### config.mk
export PLATFORM = sky130hd
export DESIGN_NAME = sys_dma_ctrl_flat
export DESIGN_NICKNAME = d
export VERILOG_FILES = /design/src/rtl/sys_dma_ctrl_if.sv /design/src/rtl/sys_dma_ctrl.sv /design/src/flat_wrapper.sv
export SDC_FILE = /design/constraint.sdc
export NUM_CORES = 1
export LEC_CHECK = 0
export ABC_AREA = 1
export BUFFER_PORTS_ARGS = -buffer_cell sky130_fd_sc_hd__buf_2
export CORE_UTILIZATION = 35
export DETAILED_ROUTE_END_ITERATION = 16
export PLACE_DENSITY = 0.51
export REMOVE_ABC_BUFFERS = 1
export SYNTH_ARGS = -nofsm -noshare
export SYNTH_HDL_FRONTEND = slang
export SYNTH_SLANG_ARGS = --single-unit
### constraint.sdc
create_clock -name cclk -period 1.7 [get_ports cclk]
set_input_delay 0.17 -clock cclk [delete_from_list [all_inputs] [get_ports cclk]]
set_output_delay 0.17 -clock cclk [all_outputs]
set_load 0.01 [all_outputs]
### src/rtl/sys_dma_ctrl_if.sv
// Bus bundle for sys_dma_ctrl: CPU register port, CPU halt, and DMA memory master port.
// The master modport is the controller; the slave modport is the system side (CPU, bus mux, RAM).
interface sys_dma_ctrl_if;
  logic [15:0] cpu_ab;
  logic [7:0]  cpu_do;
  logic        cpu_we;
  logic        cpu_rdy;
  logic        reg_sel;
  logic [7:0]  reg_do;
  logic        bus_grant;
  logic [15:0] mem_ab;
  logic [7:0]  mem_do;
  logic        mem_we;
  logic [7:0]  mem_di;
  logic        dma_irq;

  modport master (
    input  cpu_ab, cpu_do, cpu_we, mem_di,
    output cpu_rdy, reg_sel, reg_do, bus_grant, mem_ab, mem_do, mem_we, dma_irq
  );

  modport slave (
    output cpu_ab, cpu_do, cpu_we, mem_di,
    input  cpu_rdy, reg_sel, reg_do, bus_grant, mem_ab, mem_do, mem_we, dma_irq
  );
endinterface

### src/rtl/sys_dma_ctrl.sv
// CPU-programmed block-copy DMA controller for the 6502 system bus.
// The CPU programs SRC/DST/LEN, sets START; the controller halts the CPU,
// takes the bus, copies bytes through synchronous memory, then releases.
// Optional feature macro: DMA_FILL_EN enables the constant-fill mode (CTRL b2),
// where every destination byte receives SRC_LO and the read phase is skipped.
module sys_dma_ctrl #(
  parameter logic [15:0] BASE_ADDR = 16'h1010
) (
  input logic           cclk,
  input logic           reset,
  sys_dma_ctrl_if.master bus
);

  typedef enum logic [2:0] {IDLE, HOLD, RD, CAP, WR, REL} state_t;

  state_t      state;
  logic [15:0] src;
  logic [15:0] dst;
  logic [7:0]  len;
  logic [8:0]  cnt;
  logic        ien;
  logic        done;
  logic        busy;
  logic        fill;
  logic [15:0] off_full;
  logic [2:0]  off;
  logic        in_win;
  logic        wr_hit;
  logic        ctrl_start;
  logic        ctrl_clr;
  logic [7:0]  rd_data;

`ifdef DMA_FILL_EN
  logic fill_q;
  assign fill = fill_q;
`else
  assign fill = 1'b0;
`endif

  // The window spans 8 offsets from BASE_ADDR; offsets 6 and 7 are unmapped and read 0.
  assign off_full   = bus.cpu_ab - BASE_ADDR;
  assign in_win     = (off_full[15:3] == 13'd0);
  assign off        = off_full[2:0];
  assign wr_hit     = in_win & bus.cpu_we;
  assign ctrl_start = bus.cpu_do[0];
  assign ctrl_clr   = bus.cpu_do[7] | bus.cpu_do[0];
  assign busy       = (state != IDLE);

  // Register read mux feeding the registered CPU read port.
  always_comb begin
    rd_data = 8'h00;
    case (off)
      3'd0:    rd_data = src[7:0];
      3'd1:    rd_data = src[15:8];
      3'd2:    rd_data = dst[7:0];
      3'd3:    rd_data = dst[15:8];
      3'd4:    rd_data = len;
      3'd5:    rd_data = {done, busy, 3'b000, fill, ien, 1'b0};
      default: rd_data = 8'h00;
    endcase
  end

  // Register file, transfer FSM and all registered bus outputs.
  always_ff @(posedge cclk) begin
    if (reset) begin
      state         <= IDLE;
      src           <= 16'h0000;
      dst           <= 16'h0000;
      len           <= 8'h00;
      cnt           <= 9'd0;
      ien           <= 1'b0;
      done          <= 1'b0;
`ifdef DMA_FILL_EN
      fill_q        <= 1'b0;
`endif
      bus.cpu_rdy   <= 1'b1;
      bus.reg_sel   <= 1'b0;
      bus.reg_do    <= 8'h00;
      bus.bus_grant <= 1'b0;
      bus.mem_ab    <= 16'h0000;
      bus.mem_do    <= 8'h00;
      bus.mem_we    <= 1'b0;
      bus.dma_irq   <= 1'b0;
    end else begin
      bus.reg_sel <= in_win & ~bus.cpu_we;
      bus.reg_do  <= (in_win & ~bus.cpu_we) ? rd_data : 8'h00;

      case (state)
        IDLE: begin
          // Register writes are only accepted here; the CPU is halted otherwise.
          if (wr_hit) begin
            case (off)
              3'd0: src[7:0]  <= bus.cpu_do;
              3'd1: src[15:8] <= bus.cpu_do;
              3'd2: dst[7:0]  <= bus.cpu_do;
              3'd3: dst[15:8] <= bus.cpu_do;
              3'd4: len       <= bus.cpu_do;
              3'd5: begin
                ien <= bus.cpu_do[1];
`ifdef DMA_FILL_EN
                fill_q <= bus.cpu_do[2];
`endif
                if (ctrl_clr) done <= 1'b0;
                bus.dma_irq <= bus.cpu_do[1] & done & ~ctrl_clr;
                if (ctrl_start) begin
                  state       <= HOLD;
                  bus.cpu_rdy <= 1'b0;
                  cnt         <= (len == 8'h00) ? 9'd256 : {1'b0, len};
                end
              end
              default: ;
            endcase
          end
        end

        HOLD: begin
          // Guard cycle over: take the bus.
          bus.bus_grant <= 1'b1;
          if (fill) begin
            bus.mem_ab <= dst;
            bus.mem_do <= src[7:0];
            bus.mem_we <= 1'b1;
            state      <= WR;
          end else begin
            bus.mem_ab <= src;
            state      <= RD;
          end
        end

        RD: state <= CAP;

        CAP: begin
          // Read data is valid now; it becomes the write data for the WR cycle.
          bus.mem_do <= bus.mem_di;
          bus.mem_ab <= dst;
          bus.mem_we <= 1'b1;
          state      <= WR;
        end

        WR: begin
          dst <= dst + 16'd1;
          cnt <= cnt - 9'd1;
          if (!fill) src <= src + 16'd1;
          if (cnt == 9'd1) begin
            bus.bus_grant <= 1'b0;
            bus.mem_we    <= 1'b0;
            state         <= REL;
          end else if (fill) begin
            bus.mem_ab <= dst + 16'd1;
          end else begin
            bus.mem_ab <= src + 16'd1;
            bus.mem_we <= 1'b0;
            state      <= RD;
          end
        end

        REL: begin
          bus.cpu_rdy <= 1'b1;
          done        <= 1'b1;
          bus.dma_irq <= ien;
          state       <= IDLE;
        end

        default: state <= IDLE;
      endcase
    end
  end

endmodule
### src/flat_wrapper.sv
// flat-port wrapper written by rule: the top's interface ports become plain ports
module sys_dma_ctrl_flat 
#(
  parameter logic [15:0] BASE_ADDR = 16'h1010
)
  (cclk, reset, bus_cpu_ab, bus_cpu_do, bus_cpu_we, bus_mem_di, bus_cpu_rdy, bus_reg_sel, bus_reg_do, bus_bus_grant, bus_mem_ab, bus_mem_do, bus_mem_we, bus_dma_irq);
  sys_dma_ctrl_if bus_i ();
  input logic cclk;
  input logic reset;
  input wire logic [$bits(bus_i.cpu_ab)-1:0] bus_cpu_ab;
  input wire logic [$bits(bus_i.cpu_do)-1:0] bus_cpu_do;
  input wire logic [$bits(bus_i.cpu_we)-1:0] bus_cpu_we;
  input wire logic [$bits(bus_i.mem_di)-1:0] bus_mem_di;
  output wire logic [$bits(bus_i.cpu_rdy)-1:0] bus_cpu_rdy;
  output wire logic [$bits(bus_i.reg_sel)-1:0] bus_reg_sel;
  output wire logic [$bits(bus_i.reg_do)-1:0] bus_reg_do;
  output wire logic [$bits(bus_i.bus_grant)-1:0] bus_bus_grant;
  output wire logic [$bits(bus_i.mem_ab)-1:0] bus_mem_ab;
  output wire logic [$bits(bus_i.mem_do)-1:0] bus_mem_do;
  output wire logic [$bits(bus_i.mem_we)-1:0] bus_mem_we;
  output wire logic [$bits(bus_i.dma_irq)-1:0] bus_dma_irq;
  assign bus_i.cpu_ab = bus_cpu_ab;
  assign bus_i.cpu_do = bus_cpu_do;
  assign bus_i.cpu_we = bus_cpu_we;
  assign bus_i.mem_di = bus_mem_di;
  assign bus_cpu_rdy = bus_i.cpu_rdy;
  assign bus_reg_sel = bus_i.reg_sel;
  assign bus_reg_do = bus_i.reg_do;
  assign bus_bus_grant = bus_i.bus_grant;
  assign bus_mem_ab = bus_i.mem_ab;
  assign bus_mem_do = bus_i.mem_do;
  assign bus_mem_we = bus_i.mem_we;
  assign bus_dma_irq = bus_i.dma_irq;
  sys_dma_ctrl #(.BASE_ADDR(BASE_ADDR)) u_core (.cclk(cclk), .reset(reset), .bus(bus_i));
endmodule
# ---- Yosys cells after proc, flatten, opt, wreduce, memory -nomap -nowiden
# Cells that the tools add are included.
dict set report classes {
  eq_ne 21
  shift 0
  reduce_logical 24
  addsub 4
  bitwise 8
  order_cmp 0
  div_mod_pow 0
  mul 0
  mux 35
}
# cell count
set ops {}
lappend ops {{$pmux 16 s2} 2}
lappend ops {{$mux 16} 3}
lappend ops {{$pmux 16 s3} 1}
lappend ops {{$pmux 8 s6} 1}
lappend ops {{$mux 9} 4}
lappend ops {{$add 16x1->16 const B} 2}
lappend ops {{$mux 8} 4}
lappend ops {{$reduce_and 3->1} 8}
lappend ops {{$pmux 9 s2} 1}
lappend ops {{$sub 16x13->16 const B} 1}
lappend ops {{$pmux 3 s5} 1}
lappend ops {{$ne 2x2->1 const B} 7}
lappend ops {{$logic_not 13->1} 1}
lappend ops {{$eq 3x2->1 const B} 4}
lappend ops {{$eq 3x3->1 const B} 4}
lappend ops {{$mux 3} 4}
lappend ops {{$reduce_and 4->1} 3}
lappend ops {{$pmux 1 s2} 5}
lappend ops {{$eq 9x1->1 const B} 1}
lappend ops {{$mux 1} 9}
lappend ops {{$sub 9x1->9 const B} 1}
lappend ops {{$logic_not 8->1} 1}
lappend ops {{$reduce_bool 2->1} 4}
lappend ops {{$eq 3x1->1 const B} 2}
lappend ops {{other kinds (8)} 18}
dict set report word_totals {
  latchBits 0
  register_bits 91
  ram_bits 0
  output_inout_bits 37
  input_bits 35
  mem_bits_ro 0
  mem_count 0
}

# ---- Logic depth before layout (Yosys ltp)
# Gate-level depths: netlist (run 1).
dict set report logic_depth {
  word_depth 6
  mapped_depth 14
}

# ---- Least setup slack after synthesis (run 1)
# OpenSTA, ideal clock, no wires.
dict set report synth_timing {
  kind {input port to flip-flop}
  from {in bus_cpu_ab[4]}
  to {reg u_core.src[7]}
  required_ps 1587
  setup_time_ps 113
  stages 13
  arrival_time_ps 1400
  slack_ps 187
  path_cell_list {inv_1 ha_1 nand2_1 inv_1 nand2_1 nor2_1 nand3_1 nand2_2 buf_4 buf_4 nand3_1 nor2_1 nor2_1}
}
dict set report synth_via {
  elab_chain_cells 5
}
# item line_no
set synth_rtl {}
lappend synth_rtl {{start: declaration} flat_wrapper.sv:10} ;# input wire logic [$bits(bus_i.cpu_ab)-1:0] bus_cpu_ab;
lappend synth_rtl {{$sub 16x13->16} sys_dma_ctrl.sv:41} ;# assign off_full = bus.cpu_ab - BASE_ADDR;
lappend synth_rtl {{$logic_not 13->1} sys_dma_ctrl.sv:42} ;# assign in_win = (off_full[15:3] == 13'd0);
lappend synth_rtl {{$and 1x1->1} sys_dma_ctrl.sv:44} ;# assign wr_hit = in_win & bus.cpu_we;
lappend synth_rtl {{$ne 2x1->1 (no line)} --}
lappend synth_rtl {{$reduce_and 3->1 (no line)} --}
lappend synth_rtl {{end signal: assignment} sys_dma_ctrl.sv:93} ;# 3'd0: src[7:0] <= bus.cpu_do;
lappend synth_rtl {{end signal: assignment} sys_dma_ctrl.sv:143} ;# if (!fill) src <= src + 16'd1;
lappend synth_rtl {{end: declaration} sys_dma_ctrl.sv:17} ;# logic [15:0] src;
# Every way passes these cells.
# A chain may end at the register's enable or synchronous reset.

# ---- Worst setup path after layout (run 1)
dict set report layout_timing {
  from {reg u_core.state[1]}
  to {reg u_core.dst[4]}
}
dict set report layout_via {
  elab_chain_cells 3
  word_cells_on_any_way 7
  classes_between {eq/ne (3); mux (1); reduce/logical (3)}
}
# item line_no
set layout_rtl {}
lappend layout_rtl {{start: declaration} sys_dma_ctrl.sv:16} ;# state_t state;
lappend layout_rtl {{start signal: assignment} sys_dma_ctrl.sv:66} ;# state <= IDLE;
lappend layout_rtl {{start signal: assignment} sys_dma_ctrl.sv:106} ;# state <= HOLD;
lappend layout_rtl {{start signal: assignment} sys_dma_ctrl.sv:123} ;# state <= WR;
lappend layout_rtl {{$logic_not 3->1 / $eq 3x3->1 (equally long branches)} sys_dma_ctrl.sv:88} ;# case (state)
lappend layout_rtl {{$ne 2x2->1 (no line) (tied with other cells)} --}
lappend layout_rtl {{$reduce_and 3->1 (no line)} --}
lappend layout_rtl {{end signal: assignment} sys_dma_ctrl.sv:95} ;# 3'd2: dst[7:0] <= bus.cpu_do;
lappend layout_rtl {{end signal: assignment} sys_dma_ctrl.sv:141} ;# dst <= dst + 16'd1;
lappend layout_rtl {{end: declaration} sys_dma_ctrl.sv:18} ;# logic [15:0] dst;
# Several ways; a longest one is shown, not always the timed one.

==> impl_metrics.toml, run 1 <==
[pwr]
p_per_area_mw_per_mm2 = 651
peakVddDrop_mv = 0.658
finalPower_mw = 4.24
power.leakage_nw = 3.13

[clock_network]
clockRootBuffer = "clkbuf_16"
clock_sinks = 91
hold_buffers = 0
cts_htree_levels = 3
cts_tree = "yes"
clk_pin_slew_ns = 0.07
numCtsBuffers = 9
ctsLongestPathBuffers = 2
insertion_delay_ns = 0.36

[timing]
slew_violations = 0
finalHoldViolations = 0
clock_skew_ns = 0.0106
final.setup.tns_ns = 0
period_share_pct = 93.1
rsz0062_at_grt = "no"
setup_viol = 0
max-slew-margin-rel_pct = 74.4
hold_ws_ns = 0.0589
fmax_mhz = 632
fin_crit_ns = 1.58
worst-slew-pin-transition_ns = 0.384

[cells_and_area]
fillers = 1645
design_area_mm2 = 0.00651
layout-drive-gt1-share_pct = 16.8
finalNetCount = 1029
n_antenna_cell = 0
ff_latch_area_mm2 = 0.00183
synthToLayoutAreaGrowth_pct = 21.5
multi_input_area_mm2 = 0.00305

[yosys]
synth.avg_cell_area_um2 = 6.08
synth.top_cell.area_share_pct = 34.0
synth_area_leader_cell = "dfxtp_1"
postSynthCellCount = 882
ys_top_cells_by_area = "dfxtp_1 (34%), nand2_1 (17%), nor2_1 (13%)"
ys_ff_latch = 91
netlist-cell-type-count = 33
ys_warn_count = 0
seq_area_frac_synth_pct = 34.0
synth_area_mm2 = 0.00536

[detailed_routing]
detail_route.wl_per_cell_um = 15.7
wl_mm = 18.5
drc = 0
ant_nets = 0
vias = 5948
drtIter0Drc = 529
viasPerCell = 5.05
first_pass_iters = 5

[global_route]
antenna_found_initial = 0
grt_usage_pct = 24.4
overflow = 0
grt_start_max_net_pins = 38
grt_pass1_wl_mm = 29.6
grt_pass1_vias = 5497

[setup_path]
slowest_delay_ns = 0.33
worst_r2r_endpoint = "u_core.dst[4]$_SDFFE_PP0P_"
path_cells = "nor2_4 -> nand2_8 -> clkinv_2 -> buf_12 -> o21ai_0 -> o21ai_1 -> nand3_1 -> a21oi_1"
crit_path_end_kind = "flip-flop"
critPathLaunchType = "flip-flop"
reg2regPathDepth = 8
path_max_fanout = 22
reg2reg_from = "u_core.state[1]$_SDFFE_PP0P_"
crit_type = "reg -> reg"
cp.required_ns = 1.99
ff2ff_setup_slack_ns = 0.12
critPathSlowestCell = "dfxtp_1"
cp.arrival_ns = 1.87

[hold_path]
min-delay-start = "bus_mem_di[4]"
holdPathStages = 3
holdPathEnd = "u_core.bus.mem_do[4]$_SDFFE_PP0N_"
holdCritPathClass = "in -> reg"

[die]
rows = 44
start_util_pct = 36.3
dieHeight_um = 126
ios = 72
dieArea_mm2 = 0.0158
die_x_um = 126
coreArea_mm2 = 0.0148

[outcome]
status = "completed"

[place]
place.gp.congestion = 0.873
hpwl_mm = 13.9
port_buffers = 71
place_area_mm2 = 0.00619

[job]
drv_cap = 0
-- cell usage after synthesis (all sizes together) --
| master | number |
|---|---|
| a211oi | 4 |
| a21oi | 35 |
| a31oi | 4 |
| and3 | 1 |
| buf | 20 |
| clkbuf | 7 |
| clkinv | 1 |
| dfxtp | 91 |
| ha | 5 |
| inv | 94 |
| nand2 | 258 |
| nand3 | 72 |
| nand3b | 9 |
| nand4 | 12 |
| nor2 | 184 |
| nor3 | 5 |
| o21ai | 49 |
| o221ai | 4 |
| o22ai | 22 |
| o31ai | 1 |
| or2 | 1 |
| xor2 | 3 |
-- how the worst max path moves through the flow --
stage / from / end / slack [ns] / depth (start not counted)
4_1_cts: u_core.cnt[4]$_SDFFE_PP0P_ / u_core.bus.mem_ab[6]$_SDFFE_PP0P_ / 0.08 / 9
6_report: u_core.state[1]$_SDFFE_PP0P_ / u_core.dst[4]$_SDFFE_PP0P_ / 0.12 / 8
2_1_floorplan: u_core.state[0]$_SDFFE_PP0P_ / u_core.bus.mem_ab[0]$_SDFFE_PP0P_ / -0.12 / 8
5_1_grt: u_core.src[1]$_SDFFE_PP0P_ / u_core.src[9]$_SDFFE_PP0P_ / 0.005 / 10
3_3_place_gp: bus_cpu_ab[4] / u_core.src[5]$_SDFFE_PP0P_ / -0.09 / 13
3_5_place_dp: bus_cpu_ab[4] / u_core.src[6]$_SDFFE_PP0P_ / -0.11 / 13
-- final cells by class --
type                    count  area share, %
clock buffers               9           3.46
flip-flops and latches     91           28.1
clock inverters             6          0.634
multi-input cells         669           46.9
inverters                  95           5.52
repair buffers            123           11.9
well taps                 184           3.54
-- power by group --
group	leakage (nW)	internal, mW	total (mW)	switching, mW
Sequential	0.735	2.13	2.13	0.0000210
Clock	0.124	0.983	1.90	0.917
Combinational	2.27	0.0683	0.205	0.137
Total	3.13	3.18	4.24	1.05
-- sequential cells by signal, summed over array words and instances, names as in the netlist, 3 cells and up --
register	count
u_core.len	8
u_core.cnt	9
u_core.state	3
u_core.bus.mem_ab	16
u_core.dst	16
u_core.bus.mem_do	8
u_core.src	16
u_core.bus.reg_do	8
-- per-layer routing --
metal	share of wire (%)	GRT usage, %
met3	5.3	3.74
met5	0	0
met2	45	38.8
met1	48	33.6
met4	1.9	8.29
-- worst max-delay path, delay by kind of cell (launching register included) --
kind            cells  cell delay, ns
simple gates        3            0.45
compound gates      3            0.39
flops               1            0.33
buf+inv             2            0.32
-- cells in the final DEF, fill, tap and decap left out, types with 5 or more instances in the layout --
master	count
a21oi_1	35
buf_2	71
buf_4	49
clkbuf_16	9
dfxtp_1	87
ha_1	5
inv_1	88
inv_2	5
nand2_1	249
nand3_1	71
nand3b_1	9
nand4_1	12
nor2_1	181
nor3_1	5
o21ai_0	41
o22ai_1	22
-- per-stage QoR --
step                      utilization (%)  std cells  setup slack [ns]
after floorplan                         -        855            -0.122
after global placement               41.9       1161           -0.0894
after detailed placement             41.9       1161            -0.114
after CTS                            43.7       1176            0.0779
after global routing                 44.1       1177           0.00493
final                                44.1       1177             0.118
-- what timing repair did --
| item | 4_1_cts | 5_1_grt |
|---|---|---|
| buffers inserted | 0 | 1 |
| resized for setup | 0 | 18 |
| endpoints found under the setup margin | 0 | 33 |
-- logic make-up (layout without fill, tap and decap cells) --
group | Yosys count | after routing | share of synthesized area [%]
AOI/OAI and AO/OA | 119 | 119 | 12.7
xor gates and xnor gates | 3 | 3 | 0.490
adders and majority gates | 5 | 5 | 1.17
buffers and inverters | 122 | 233 | 9.78
DFF | 91 | 91 | 34.0
and+or+nand+nor | 542 | 542 | 41.9
Note: power is estimated with default switching activity, not from simulation.
==> run 2: changes to the inputs <==
Settings changed: PLACE_DENSITY 0.51 to 0.52.
==> impl_metrics.toml, run 2 (same netlist as run 1, synthesis figures left out) <==
[pwr]
p_per_area_mw_per_mm2 = 674
p_seq_share_pct = 48.1
power_frac_clock_pct = 47.2
power.leakage_nw = 3.12
internal_power_mw = 3.38
comb_power_share_pct = 4.7
power.share.switching_pct = 23.7
peakVddDrop_mv = 0.470
finalPower_mw = 4.42
p_switching_mw = 1.05

[global_route]
met1_usage_pct = 34.3
grt_start_max_net_pins = 63
antenna_found_initial = 0
grt_usage_pct = 23.8
grt_pass1_wl_mm = 28.9
grt_pass1_vias = 5225
overflow = 0
use_met2_pct = 36.3
top_usage_layer = "met2"
use_met3_pct = 3.61

[detailed_routing]
first_pass_iters = 5
viasPerCell = 4.98
vias = 5848
ant_nets = 0
wl_mm = 18.3
drtIter0Drc = 490
drc = 0
detail_route.wl_per_cell_um = 15.6

[cells_and_area]
fillers = 1649
final_cell_mix = "nand2_1 (248), nor2_1 (181), dfxtp_1 (88), inv_1 (87)"
finalNetCount = 1027
design_area_mm2 = 0.00656
n_antenna_cell = 0
top_regs = "u_core.bus.mem_ab x16, u_core.dst x16, u_core.src x16"
layout.cells.most_common = "nand2_1"
ff_latch_area_mm2 = 0.00183
synthToLayoutAreaGrowth_pct = 22.4
fin_cells = 1175
layout-drive-gt1-share_pct = 16.8
multi_input_area_mm2 = 0.00303

[timing]
finalHoldViolations = 0
max-slew-margin-rel_pct = 73.0
clock_skew_ns = 0.0106
period_share_pct = 93.4
rsz0062_at_grt = "no"
worst-slew-pin-transition_ns = 0.405
fin_crit_ns = 1.59
slew_violations = 0
fmax_mhz = 630
setup_viol = 0
hold_ws_ns = 0.0571

[die]
ios = 72
die_x_um = 126
coreArea_mm2 = 0.0148
dieArea_mm2 = 0.0158
rows = 44
dieHeight_um = 126
start_util_pct = 36.3

[hold_path]
holdCritPathClass = "in -> reg"

[place]
place.gp.congestion = 0.880
port_buffers = 71
hpwl_mm = 13.6
place_area_mm2 = 0.00621
placed_cells = 1157

[setup_path]
crit_type = "reg -> reg"
critPathSlowestCell = "dfxtp_1"
crit_path_end_kind = "flip-flop"
cp.arrival_ns = 1.84
path_cells = "ha_1 -> nand2_1 -> nor2_1 -> nand2_1 -> nand3_1 -> o221ai_1 -> nor2_1 -> nor2_1"
path_max_fanout = 6
cp_common_cell = "nor2_1"
cp.required_ns = 1.96
critPathLaunchType = "flip-flop"
slowest_delay_ns = 0.43

[clock_network]
numCtsBuffers = 9
insertion_delay_ns = 0.36
clockRootBuffer = "clkbuf_16"
ctsLongestPathBuffers = 2
clock_sinks = 91
cts_htree_levels = 3
clk_pin_slew_ns = 0.07
cts_tree = "yes"

[outcome]
status = "completed"

[job]
drv_cap = 0
[run 2: cell count changes in the layout (fill, tap and decap cells not counted), sizes merged]
cell and change:
buf -2, clkinv -2, bufinv +1, clkbuf +1, clkinvlp +1, inv -1
[run 2: area by class of cell]
class,instances,area share (%)
repair buffers,121,12.3
multi-input cells,669,46.2
inverters,95,5.53
clock buffers,10,3.64
well taps,184,3.51
flip-flops and latches,91,27.8
clock inverters,5,0.934
[run 2: critical path, delay by kind of cell, from the launching register on]
| kind | cells | cell delay [ns] |
|---|---|---|
| AO/OA/AOI/OAI | 1 | 0.18 |
| adder cells (fa/ha/maj) | 1 | 0.21 |
| flip-flops | 1 | 0.43 |
| AND/OR/NAND/NOR | 6 | 0.67 |
[run 2: through the flow]
stage               utilization, %  setup slack, ns  TNS [ns]
floorplan                        -           -0.122     -2.62
global placement              42.1          -0.0429    -0.364
detailed placement            42.1          -0.0790    -0.982
CTS                           44.1           0.0167         0
global route                  44.5          0.00131         0
finish                        44.5            0.112         0
[run 2: final timing paths]
| kind | from | end | cells after the start | slack (ns) |
|---|---|---|---|---|
| max | u_core.src[0]$_SDFFE_PP0P_ | u_core.bus.mem_ab[4]$_SDFFE_PP0P_ | 8 | 0.11 |
| min | bus_mem_di[7] | u_core.bus.mem_do[7]$_SDFFE_PP0N_ | 3 | 0.06 |
| max reg2reg | u_core.src[0]$_SDFFE_PP0P_ | u_core.bus.mem_ab[4]$_SDFFE_PP0P_ | 8 | 0.11 |
| min reg2reg | u_core.bus.dma_irq$_SDFFE_PP0P_ | u_core.bus.dma_irq$_SDFFE_PP0P_ | 2 | 0.46 |
[run 2: metal layers]
layer	up-vias	wire [um]
met1	2598	8930
met3	26	1030
met4	0	382
li1	3036	-
met5	-	0
met2	188	7940
[run 2: power groups by stage]
stage | combinational [mW] | sequential [mW] | clock, mW
2_1_floorplan | 0.0841 | 2.18 | 0
3_3_place_gp | 0.205 | 2.18 | 0
3_5_place_dp | 0.203 | 2.18 | 0
4_1_cts | 0.204 | 2.13 | 2.13
5_1_grt | 0.227 | 2.13 | 2.22
6_report | 0.206 | 2.13 | 2.09
[run 2: timing repair]
action,4_1_cts,5_1_grt
endpoints found under the setup margin,0,46
hold buffers,0,0
gates resized for setup,0,15
setup buffers,0,3
==> run 3: changes to the inputs <==
Settings changed: ABC_AREA 1 to default, CORE_MARGIN from default to 2, PLACE_DENSITY 0.52 to default, PLACE_DENSITY_LB_ADDON from default to 0.08.
==> impl_metrics.toml, run 3 <==
[hold_path]
holdPathEnd = "u_core.bus.mem_do[0]$_SDFFE_PP0N_"
holdPathStages = 3
min-delay-start = "bus_mem_di[0]"
holdCritPathClass = "in -> reg"

[place]
hpwl_mm = 15.3
placed_cells = 1059
port_buffers = 71
pre_cts_ws_ns = -0.849
place.gp.congestion = 0.930

[timing]
clock_skew_ns = 0.00547
fmax_mhz = 477
setup_viol = 62
period_share_pct = 123
fin_crit_ns = 2.09
final.setup.tns_ns = -12.20
worst-slew-pin-transition_ns = 0.508
setup_ws_ns = -0.395
slew_violations = 0
max-slew-margin-rel_pct = 66.1
finalHoldViolations = 0
rsz0062_at_grt = "yes"

[yosys]
postSynthCellCount = 731
synthArstFlopShare_pct = 0
ys_ff_latch = 91
synth-adder-area-share_pct = 1.15
yosysMostFrequentCell = "nand2_1"
ys_top_cells_by_count = "nand2_1 (110), dfxtp_1 (91), nor2_1 (73)"
synth_edf_count = 0
synth_top_family_by_area = "simple AND/OR/NAND/NOR gates"
synth-simple-area-share_pct = 27.8
synth_area_leader_cell = "dfxtp_1"
synth_ff_type = "dfxtp_1"
synthMuxAreaShare_pct = 4.31
synth_area_mm2 = 0.00546
synth_xor_area_share_pct = 1.92
synth.avg_cell_area_um2 = 7.47
synth_compound_area_share_pct = 25.6
ys_warn_count = 0
ys_top_cells_by_area = "dfxtp_1 (33%), nand2_1 (7.6%), a21oi_1 (6.5%)"
synth.top_cell.area_share_pct = 33.4
seq_area_frac_synth_pct = 33.4
netlist-cell-type-count = 74

[detailed_routing]
wl_mm = 21.9
detail_route.wl_per_cell_um = 20.0
drtIter0Drc = 613
drc = 0
first_pass_iters = 5
viasPerCell = 5.82
vias = 6377
ant_nets = 0

[setup_path]
critPathSlowestCell = "or4b_4"
ff2ff_setup_slack_ns = -0.16
reg2reg_from = "u_core.cnt[7]$_SDFFE_PP0P_"
critPathLaunchType = "primary input"
cp_common_cell = "or4_4"
path_buf_inv = 2
crit_path_end_kind = "flip-flop"
reg2regPathDepth = 9
cp.required_ns = 1.93
slowest_delay_ns = 0.56
worst_r2r_endpoint = "u_core.bus.mem_ab[13]$_SDFFE_PP0P_"
path_max_fanout = 5
crit_type = "in -> reg"
path_cells = "buf_6 -> or4_4 -> or4b_4 -> or4_4 -> nor2_4 -> buf_4 -> o211a_1 -> nor4_2"
crit_family = "simple AND/OR/NAND/NOR gates"
cp.arrival_ns = 2.32

[die]
die_x_um = 129
dieHeight_um = 129
start_util_pct = 35.9
dieArea_mm2 = 0.0166
rows = 45
coreArea_mm2 = 0.0152
ios = 72

[clock_network]
clockRootBuffer = "clkbuf_16"
cts_htree_levels = 3
hold_buffers = 0
ctsLongestPathBuffers = 2
clock_sinks = 91
clk_pin_slew_ns = 0.07
cts_tree = "yes"
numCtsBuffers = 9
insertion_delay_ns = 0.35

[cells_and_area]
layout-drive-gt1-share_pct = 42.3
fillers = 1477
final_cell_mix = "buf_4 (109), nand2_1 (88), dfxtp_1 (86), buf_2 (70), nor2_1 (61)"
fin_cells = 1095
top_regs = "u_core.bus.mem_ab x16, u_core.dst x16, u_core.src x16"
synthToLayoutAreaGrowth_pct = 50.8
finalNetCount = 942
n_antenna_cell = 0
layout.cells.most_common = "buf_4"

[global_route]
antenna_found_initial = 0
grt_start_max_net_pins = 34
grt_usage_pct = 26.0
overflow = 0
grt_pass1_vias = 6045
grt_pass1_wl_mm = 33.5

[pwr]
p_switching_mw = 1.10
power_frac_clock_pct = 50.6
power.share.switching_pct = 22.0
p_seq_share_pct = 42.6
finalPower_mw = 5.00
power.leakage_nw = 3.15
internal_power_mw = 3.90
p_per_area_mw_per_mm2 = 607
peakVddDrop_mv = 0.594
comb_power_share_pct = 6.8

[job]
drv_cap = 0

[outcome]
failed_checks = "setup timing"
status = "complete, but fails checks"
## run 3: final cells by class
type | count | area [um^2] | area share [%]
Sequential cell | 91 | 1830 | 22.2
Clock buffer | 10 | 239 | 2.90
Clock inverter | 6 | 136 | 1.66
Multi-Input combinational cell | 559 | 3920 | 47.6
Timing Repair Buffer | 222 | 1800 | 21.9
Tap cell | 188 | 235 | 2.86
Inverter | 19 | 71.3 | 0.866
## run 3: how the worst max path moves through the flow
stage                                            endpoint                         start  slack (ns)  cells after the start
after CTS                 u_core.bus.cpu_rdy$_SDFFE_PP1P_                 bus_cpu_ab[7]       -0.38                      7
final                     u_core.bus.dma_irq$_SDFFE_PP0P_                 bus_cpu_ab[7]       -0.39                      8
after global placement    u_core.bus.cpu_rdy$_SDFFE_PP1P_                 bus_cpu_ab[4]       -0.78                      9
after global routing      u_core.bus.cpu_rdy$_SDFFE_PP1P_                 bus_cpu_ab[7]       -0.43                      7
after detailed placement  u_core.bus.cpu_rdy$_SDFFE_PP1P_                 bus_cpu_ab[4]       -0.85                      9
after floorplan                u_core.src[5]$_SDFFE_PP0P_  u_core.state[2]$_SDFFE_PP0P_       -2.04                      5
## run 3: power groups by stage
stage / Combinational (mW) / Sequential [mW] / Clock, mW
after floorplan: 0.0773 / 2.18 / 0
after global placement: 0.298 / 2.18 / 0
after detailed placement: 0.302 / 2.18 / 0
after CTS: 0.320 / 2.13 / 2.57
after global routing: 0.356 / 2.13 / 2.66
final: 0.338 / 2.13 / 2.53
## run 3: through the flow
step | cell area [um^2] | hold slack [ns] | util (%)
finish | 8240 | 0.0468 | 54.2
global route | 8240 | 0.0543 | 54.2
CTS | 7770 | 0.0405 | 51.1
detailed placement | 6920 | 0.419 | 45.5
global placement | 6920 | 0.411 | 45.5
floorplan | 5210 | 0.239 | -
## run 3: logic make-up after synthesis
kind of cell    after synthesis
simple gates                308
fa+ha+maj                     5
xor+xnor                     12
mux                          17
flops                        91
buf+inv                      81
compound gates              217
## run 3: worst min-delay path: stages
cell	delay, ns
buf_2	0.10
nand2_1	0.04
a21oi_1	0.05
## run 3: what timing repair did
item,4_1_cts,5_1_grt
setup endpoints to repair,70,76
resized for setup,117,83
cloned,2,2
pin swaps,64,46
setup buffers,7,9
## run 3: layer usage
metal	vias to the layer above	wire length, um	track usage, %
met5	-	0	0
li1	2998	-	-
met2	241	10400	42.6
met4	0	636	8.50
met3	52	1480	3.70
met1	3086	9360	35.4
